`config.mk`:
```
export PLATFORM = sky130hd
export DESIGN_NAME = bip_acc_stack
export DESIGN_NICKNAME = d
export VERILOG_FILES = /design/src/rtl/bip_acc_stack.sv
export SDC_FILE = /design/constraint.sdc
export NUM_CORES = 1
export LEC_CHECK = 0
export BUFFER_PORTS_ARGS = -buffer_cell sky130_fd_sc_hd__buf_2
export CORE_AREA = 3 3 105 107
export DETAILED_ROUTE_END_ITERATION = 7
export DIE_AREA = 0 0 108 110
export PLACE_DENSITY_LB_ADDON = 0.2
export SLEW_MARGIN = 30
export SYNTH_ARGS = -nofsm -noshare
export SYNTH_HDL_FRONTEND = slang
export SYNTH_SLANG_ARGS = --single-unit
```
`constraint.sdc`:
```
create_clock -name clk -period 7.6 [get_ports clk]
set_input_delay 0.38 -clock clk [delete_from_list [all_inputs] [get_ports clk]]
set_output_delay 0.38 -clock clk [all_outputs]
set_load 0.1 [all_outputs]
```
`src/rtl/bip_acc_stack.sv`:
```
// BIP accumulator with a folded ALU op, status flags, optional signed saturation
// and a small LIFO that saves and restores the accumulator.
module bip_acc_stack #(
   parameter int WIDTH = 16,
   parameter int DEPTH = 4,
   parameter bit SAT   = 1'b0
) (
   input  logic                       clk,
   input  logic                       Reset,
   input  logic                       Clear,
   input  logic [WIDTH-1:0]           Entrada,
   input  logic                       WrAcc,
   input  logic [2:0]                 Op,
   input  logic                       Push,
   input  logic                       Pop,
   output logic [WIDTH-1:0]           Salida,
   output logic                       Zero,
   output logic                       Neg,
   output logic                       Carry,
   output logic                       Ovf,
   output logic [$clog2(DEPTH+1)-1:0] StackCount,
   output logic                       StackFull,
   output logic                       StackEmpty,
   output logic                       StackErr
);

   localparam int CW = $clog2(DEPTH+1);
   localparam int PW = (DEPTH > 1) ? $clog2(DEPTH) : 1;

   typedef enum logic [2:0] {
      OP_LOAD = 3'b000,
      OP_ADD  = 3'b001,
      OP_SUB  = 3'b010,
      OP_AND  = 3'b011,
      OP_OR   = 3'b100,
      OP_XOR  = 3'b101,
      OP_SRA1 = 3'b110,
      OP_HOLD = 3'b111
   } op_e;

   localparam logic [WIDTH-1:0] SMAX = {1'b0, {(WIDTH-1){1'b1}}};
   localparam logic [WIDTH-1:0] SMIN = {1'b1, {(WIDTH-1){1'b0}}};

   logic [WIDTH-1:0]            acc_q, acc_d;
   logic                        carry_q, carry_d;
   logic                        ovf_q, ovf_d;
   logic [CW-1:0]               cnt_q, cnt_d;
   logic                        err_q, err_d;
   logic [DEPTH-1:0][WIDTH-1:0] stack_q;

   logic                        stk_we;
   logic [PW-1:0]               stk_wa;
   logic [CW-1:0]               cnt_m1;
   logic [PW-1:0]               push_idx, top_idx;
   logic                        full, empty;
   logic [WIDTH:0]              sum, diff;
   logic                        add_ovf, sub_ovf;
   logic [WIDTH-1:0]            sat_val;

   assign full     = (cnt_q == CW'(DEPTH));
   assign empty    = (cnt_q == '0);
   assign cnt_m1   = cnt_q - CW'(1);
   assign push_idx = cnt_q[PW-1:0];
   assign top_idx  = cnt_m1[PW-1:0];

   assign sum     = {1'b0, acc_q} + {1'b0, Entrada};
   assign diff    = {1'b0, acc_q} - {1'b0, Entrada};
   assign add_ovf = (acc_q[WIDTH-1] == Entrada[WIDTH-1]) && (sum[WIDTH-1]  != acc_q[WIDTH-1]);
   assign sub_ovf = (acc_q[WIDTH-1] != Entrada[WIDTH-1]) && (diff[WIDTH-1] != acc_q[WIDTH-1]);
   // On signed overflow the true result has the sign of the accumulator operand.
   assign sat_val = acc_q[WIDTH-1] ? SMIN : SMAX;

   always_comb begin
      acc_d   = acc_q;
      carry_d = carry_q;
      ovf_d   = ovf_q;
      cnt_d   = cnt_q;
      err_d   = err_q;
      stk_we  = 1'b0;
      stk_wa  = push_idx;
      if (Clear) begin
         acc_d   = '0;
         carry_d = 1'b0;
         ovf_d   = 1'b0;
         err_d   = 1'b0;
      end else if (Pop) begin
         if (empty) begin
            err_d = 1'b1;
         end else begin
            acc_d = stack_q[top_idx];
            if (Push) begin
               stk_we = 1'b1;
               stk_wa = top_idx;
            end else begin
               cnt_d = cnt_m1;
            end
         end
      end else begin
         if (Push) begin
            if (full) begin
               err_d = 1'b1;
            end else begin
               stk_we = 1'b1;
               cnt_d  = cnt_q + CW'(1);
            end
         end
         if (WrAcc) begin
            case (op_e'(Op))
               OP_LOAD: acc_d = Entrada;
               OP_ADD: begin
                  acc_d   = (SAT && add_ovf) ? sat_val : sum[WIDTH-1:0];
                  carry_d = sum[WIDTH];
                  ovf_d   = add_ovf;
               end
               OP_SUB: begin
                  acc_d   = (SAT && sub_ovf) ? sat_val : diff[WIDTH-1:0];
                  carry_d = diff[WIDTH];
                  ovf_d   = sub_ovf;
               end
               OP_AND:  acc_d = acc_q & Entrada;
               OP_OR:   acc_d = acc_q | Entrada;
               OP_XOR:  acc_d = acc_q ^ Entrada;
               OP_SRA1: acc_d = {acc_q[WIDTH-1], acc_q[WIDTH-1:1]};
               default: acc_d = acc_q;
            endcase
         end
      end
   end

   always_ff @(posedge clk or posedge Reset) begin
      if (Reset) begin
         acc_q   <= '0;
         carry_q <= 1'b0;
         ovf_q   <= 1'b0;
         cnt_q   <= '0;
         err_q   <= 1'b0;
      end else begin
         acc_q   <= acc_d;
         carry_q <= carry_d;
         ovf_q   <= ovf_d;
         cnt_q   <= cnt_d;
         err_q   <= err_d;
      end
   end

   // Stack storage is not reset; emptiness is tracked by the count alone.
   always_ff @(posedge clk) begin
      if (stk_we) stack_q[stk_wa] <= acc_q;
   end

   assign Salida     = acc_q;
   assign Zero       = (acc_q == '0);
   assign Neg        = acc_q[WIDTH-1];
   assign Carry      = carry_q;
   assign Ovf        = ovf_q;
   assign StackCount = cnt_q;
   assign StackFull  = full;
   assign StackEmpty = empty;
   assign StackErr   = err_q;

endmodule

```
==> results by group <==
Timing
  • Slew HR: 40.5%
  • Clk_skew: between 8 and 9 ps
  • Setup TNS: 0 ps
  • Unrepaired setup endpoints after global routing: false
  • Pins Over Slew Limit: 0
  • Fmax: about 310 MHz
  • Hold Vio Cnt, Final: 0
  • Post-layout min period: 3230 ps
  • Setup violators final: 0
  • Worst slew pin tran: ~890 ps
  • Period Utilization, post-route: 42.5%

Synthesis
  • Synth top area share: between 20 and 30%
  • Syn avg cell area: a little under 10 um2
  • Register area share after synthesis: 38.0%
  • Synth Register Bits: 86
  • Synthesized area: 6500 um2
  • Post-Syn Nets: 753
  • Most area-consuming cells after synthesis: edfxtp_1, ha_1, dfrtp_1
  • Cell taking the most area after synthesis: edfxtp_1
  • Synth cell types: 74
  • Syn. warnings: 0
  • Post-synth EDFFs: 64
  • Synth Instances: 672
  • Post-synth ARST share: 25.6%
  • Main synth FF type: edfxtp_1

Finish
  • # diodes: 0
  • Fillers: 830
  • Layout Utilization: between 60% and 70%
  • Area Overhead vs Synth: 7.72%
  • Fraction of layout cells with a size suffix above 1: 15.2%
  • Fin nets: 781

Clock tree
  • Post-CTS Setup Bufs: 0
  • Clock Pin Slew Worst Setup and Hold Paths: about 80 ps
  • TritonCTS buffer count: 9
  • Post_cts resized: 0
  • CTS sink count: 86
  • TritonCTS clock tree: done
  • Root buf cell: clkbuf_8
  • Clk buf depth: 2
  • Clock latency at the later pin of the worst-skew pair: 360 ps
  • Hold buffer count at CTS: 0
  • # H-tree levels: 3

Route
  • Antenna-violating nets left: 0
  • Routed wire length per instance: about 22 um
  • Met3 WL: 1900 um
  • Met2 WL: 8490 um
  • DR top layer: met4
  • Via Count: 5,775
  • M1 WL: about 7300 um
  • DR iter-0 viols: 890
  • First drt pass iteration count: 8
  • DRC: 0
  • Final WL: 18,200 um
  • Vias per cell: 6.88

Placement
  • GP Congestion: 1.02
  • Post-DP HPWL: 13,200 um
  • I/O Buffers: 50

Floorplan
  • Initial Util: between 60% and 70%
  • Core ar.: roughly 10,000 um2
  • Rows: 37
  • I/O pins: 51
  • Full die area: about 12,000 um2
  • Die height: 110 um
  • Die width: approximately 110 um

Setup path
  • WP data arrival: 3460 ps
  • Startpoint Class: flop
  • CP max FO: 21
  • Worst path required time: 7840 ps
  • Setup crit end: Salida[14]
  • Worst r2r src: StackCount[0]
  • Crit path from: StackCount[0]
  • R2R Setup Slk: 4370 ps
  • FF-to-FF path depth: 10
  • Critical path class: flop to flop
  • CP Capture Type: flop
  • Crit Reg-Reg Endpoint: Salida[14]

Flow run
  • MaxCap Viol Count: 0

Global route
  • Number of global-route vias before repair: 5,229
  • GR Overflow Total: 0
  • Initial antenna violation count: 0
  • Tot GR Track Use: 31.2%
  • Global-route wire length before repair: 28,500 um
  • Largest net degree at the start of global routing: 52

Power and ir drop
  • Peak VDD IR: 0.000337 V
  • Pleak: around 0.0028 uW
  • Power per Cell Area: 355 nW/um2

Worst hold path
  • Hold WC Path Type: primary input to asynchronous set/reset pin

Outcome
  • Status: complete, no violations
==> worst min-delay path by stage <==
stage | slack, ps | startpoint | cells after the start | end
finish | 60 | Reset | 2 | StackCount[0]
global route | 90 | Reset | 2 | Salida[5]
CTS | 250 | Reset | 2 | Salida[10]
detailed placement | 480 | StackErr | 2 | StackErr
global placement | 480 | StackErr | 2 | StackErr
floorplan | 370 | Reset | 1 | Carry
==> synthesized netlist by cell type (9+ instances only) <==
cell and n:
a21oi_1 72, edfxtp_1 64, ha_1 54, inv_1 51, nor2_1 51, o21ai_0 40
nand2_1 38, clkbuf_1 22, dfrtp_1 22, mux4_2 17, nor3_1 14, buf_2 13
o22ai_1 13, nor2b_1 12, nand3_1 11, a211oi_1 10, nand2b_1 10, o211ai_1 10
a31oi_1 9, nor4_1 9
==> stage by stage <==
| stage | power (uW) | instances | setup slack [ps] | area, um2 | hold WS [ps] |
|---|---|---|---|---|---|
| finish | 2490 | 840 | 4370 | 7000 | 63.0 |
| global route | 2620 | 840 | 4130 | 7000 | 86.5 |
| CTS | 2480 | 840 | 4380 | 7000 | 249 |
| detailed placement | 2140 | 825 | 4400 | 6800 | 480 |
| global placement | 2100 | 825 | 4510 | 6800 | 475 |
| floorplan | 1820 | 672 | 3560 | 6500 | 369 |
==> placed cells by master (no fill, tap or decap), types with 7 or more instances in the layout <==
cell type and instances:
a211oi_1 10, a21oi_1 72, a31oi_1 9, buf_2 50, buf_4 11, clkbuf_8 9
dfrtp_1 22, edfxtp_1 64, ha_1 54, inv_1 50, mux4_2 17, nand2_1 38
nand2b_1 10, nand3_1 11, nor2_1 51, nor2b_1 12, nor3_1 14, nor4_1 9
o211ai_1 10, o21a_1 7, o21ai_0 40, o22ai_1 13
==> worst max-delay path, cell delays in order, from the launching register on <==
cell and delay, ps:
dfrtp_1 340, buf_4 330, inv_1 190, ha_1 830
mux4_2 420, nand2_1 140, nor2_1 50, a211oi_1 350
o311ai_0 220, a21oi_1 160, a211oi_1 90
==> area by class of cell <==
class / instances / area [um2] / area share, %
multi-input cells: 490 / 3630 / 51.8
flip-flops and latches: 86 / 2470 / 35.3
repair buffers: 61 / 333 / 4.75
inverters: 52 / 195 / 2.79
well taps: 136 / 170 / 2.43
clock buffers: 10 / 128 / 1.82
clock inverters: 5 / 75.1 / 1.07
==> registers in the layout (all words and copies together) (netlist names) <==
signal / flops
stack_q: 64
Salida: 16
StackCount: 3
StackErr: 1
Ovf: 1
Carry: 1
==> cell families (layout without fill, tap and decap cells) <==
group,after synthesis,after routing,synth area share [%]
multiplexers,22,22,6.70
adder cells (fa/ha/maj),56,56,11.0
flip-flops,86,86,38.0
AO/OA/AOI/OAI,235,235,24.2
XOR/XNOR,11,11,1.48
AND/OR/NAND/NOR,166,166,12.5
buffers and inverters,96,128,6.14
==> where the power goes <==
group | internal (uW) | switching [uW] | leakage (uW)
Combinational | 440 | 968 | 0.00184
Sequential | 615 | 130 | 0.000875
Clock | 181 | 153 | 0.0000974
==> metal layers <==
layer,track usage [%],vias to the layer above
met4,8.48,0
met5,0,-
met3,5.47,68
met1,44.2,2730
li1,-,2571
met2,50.0,406
No activity file was read; power rests on OpenSTA's default activity.
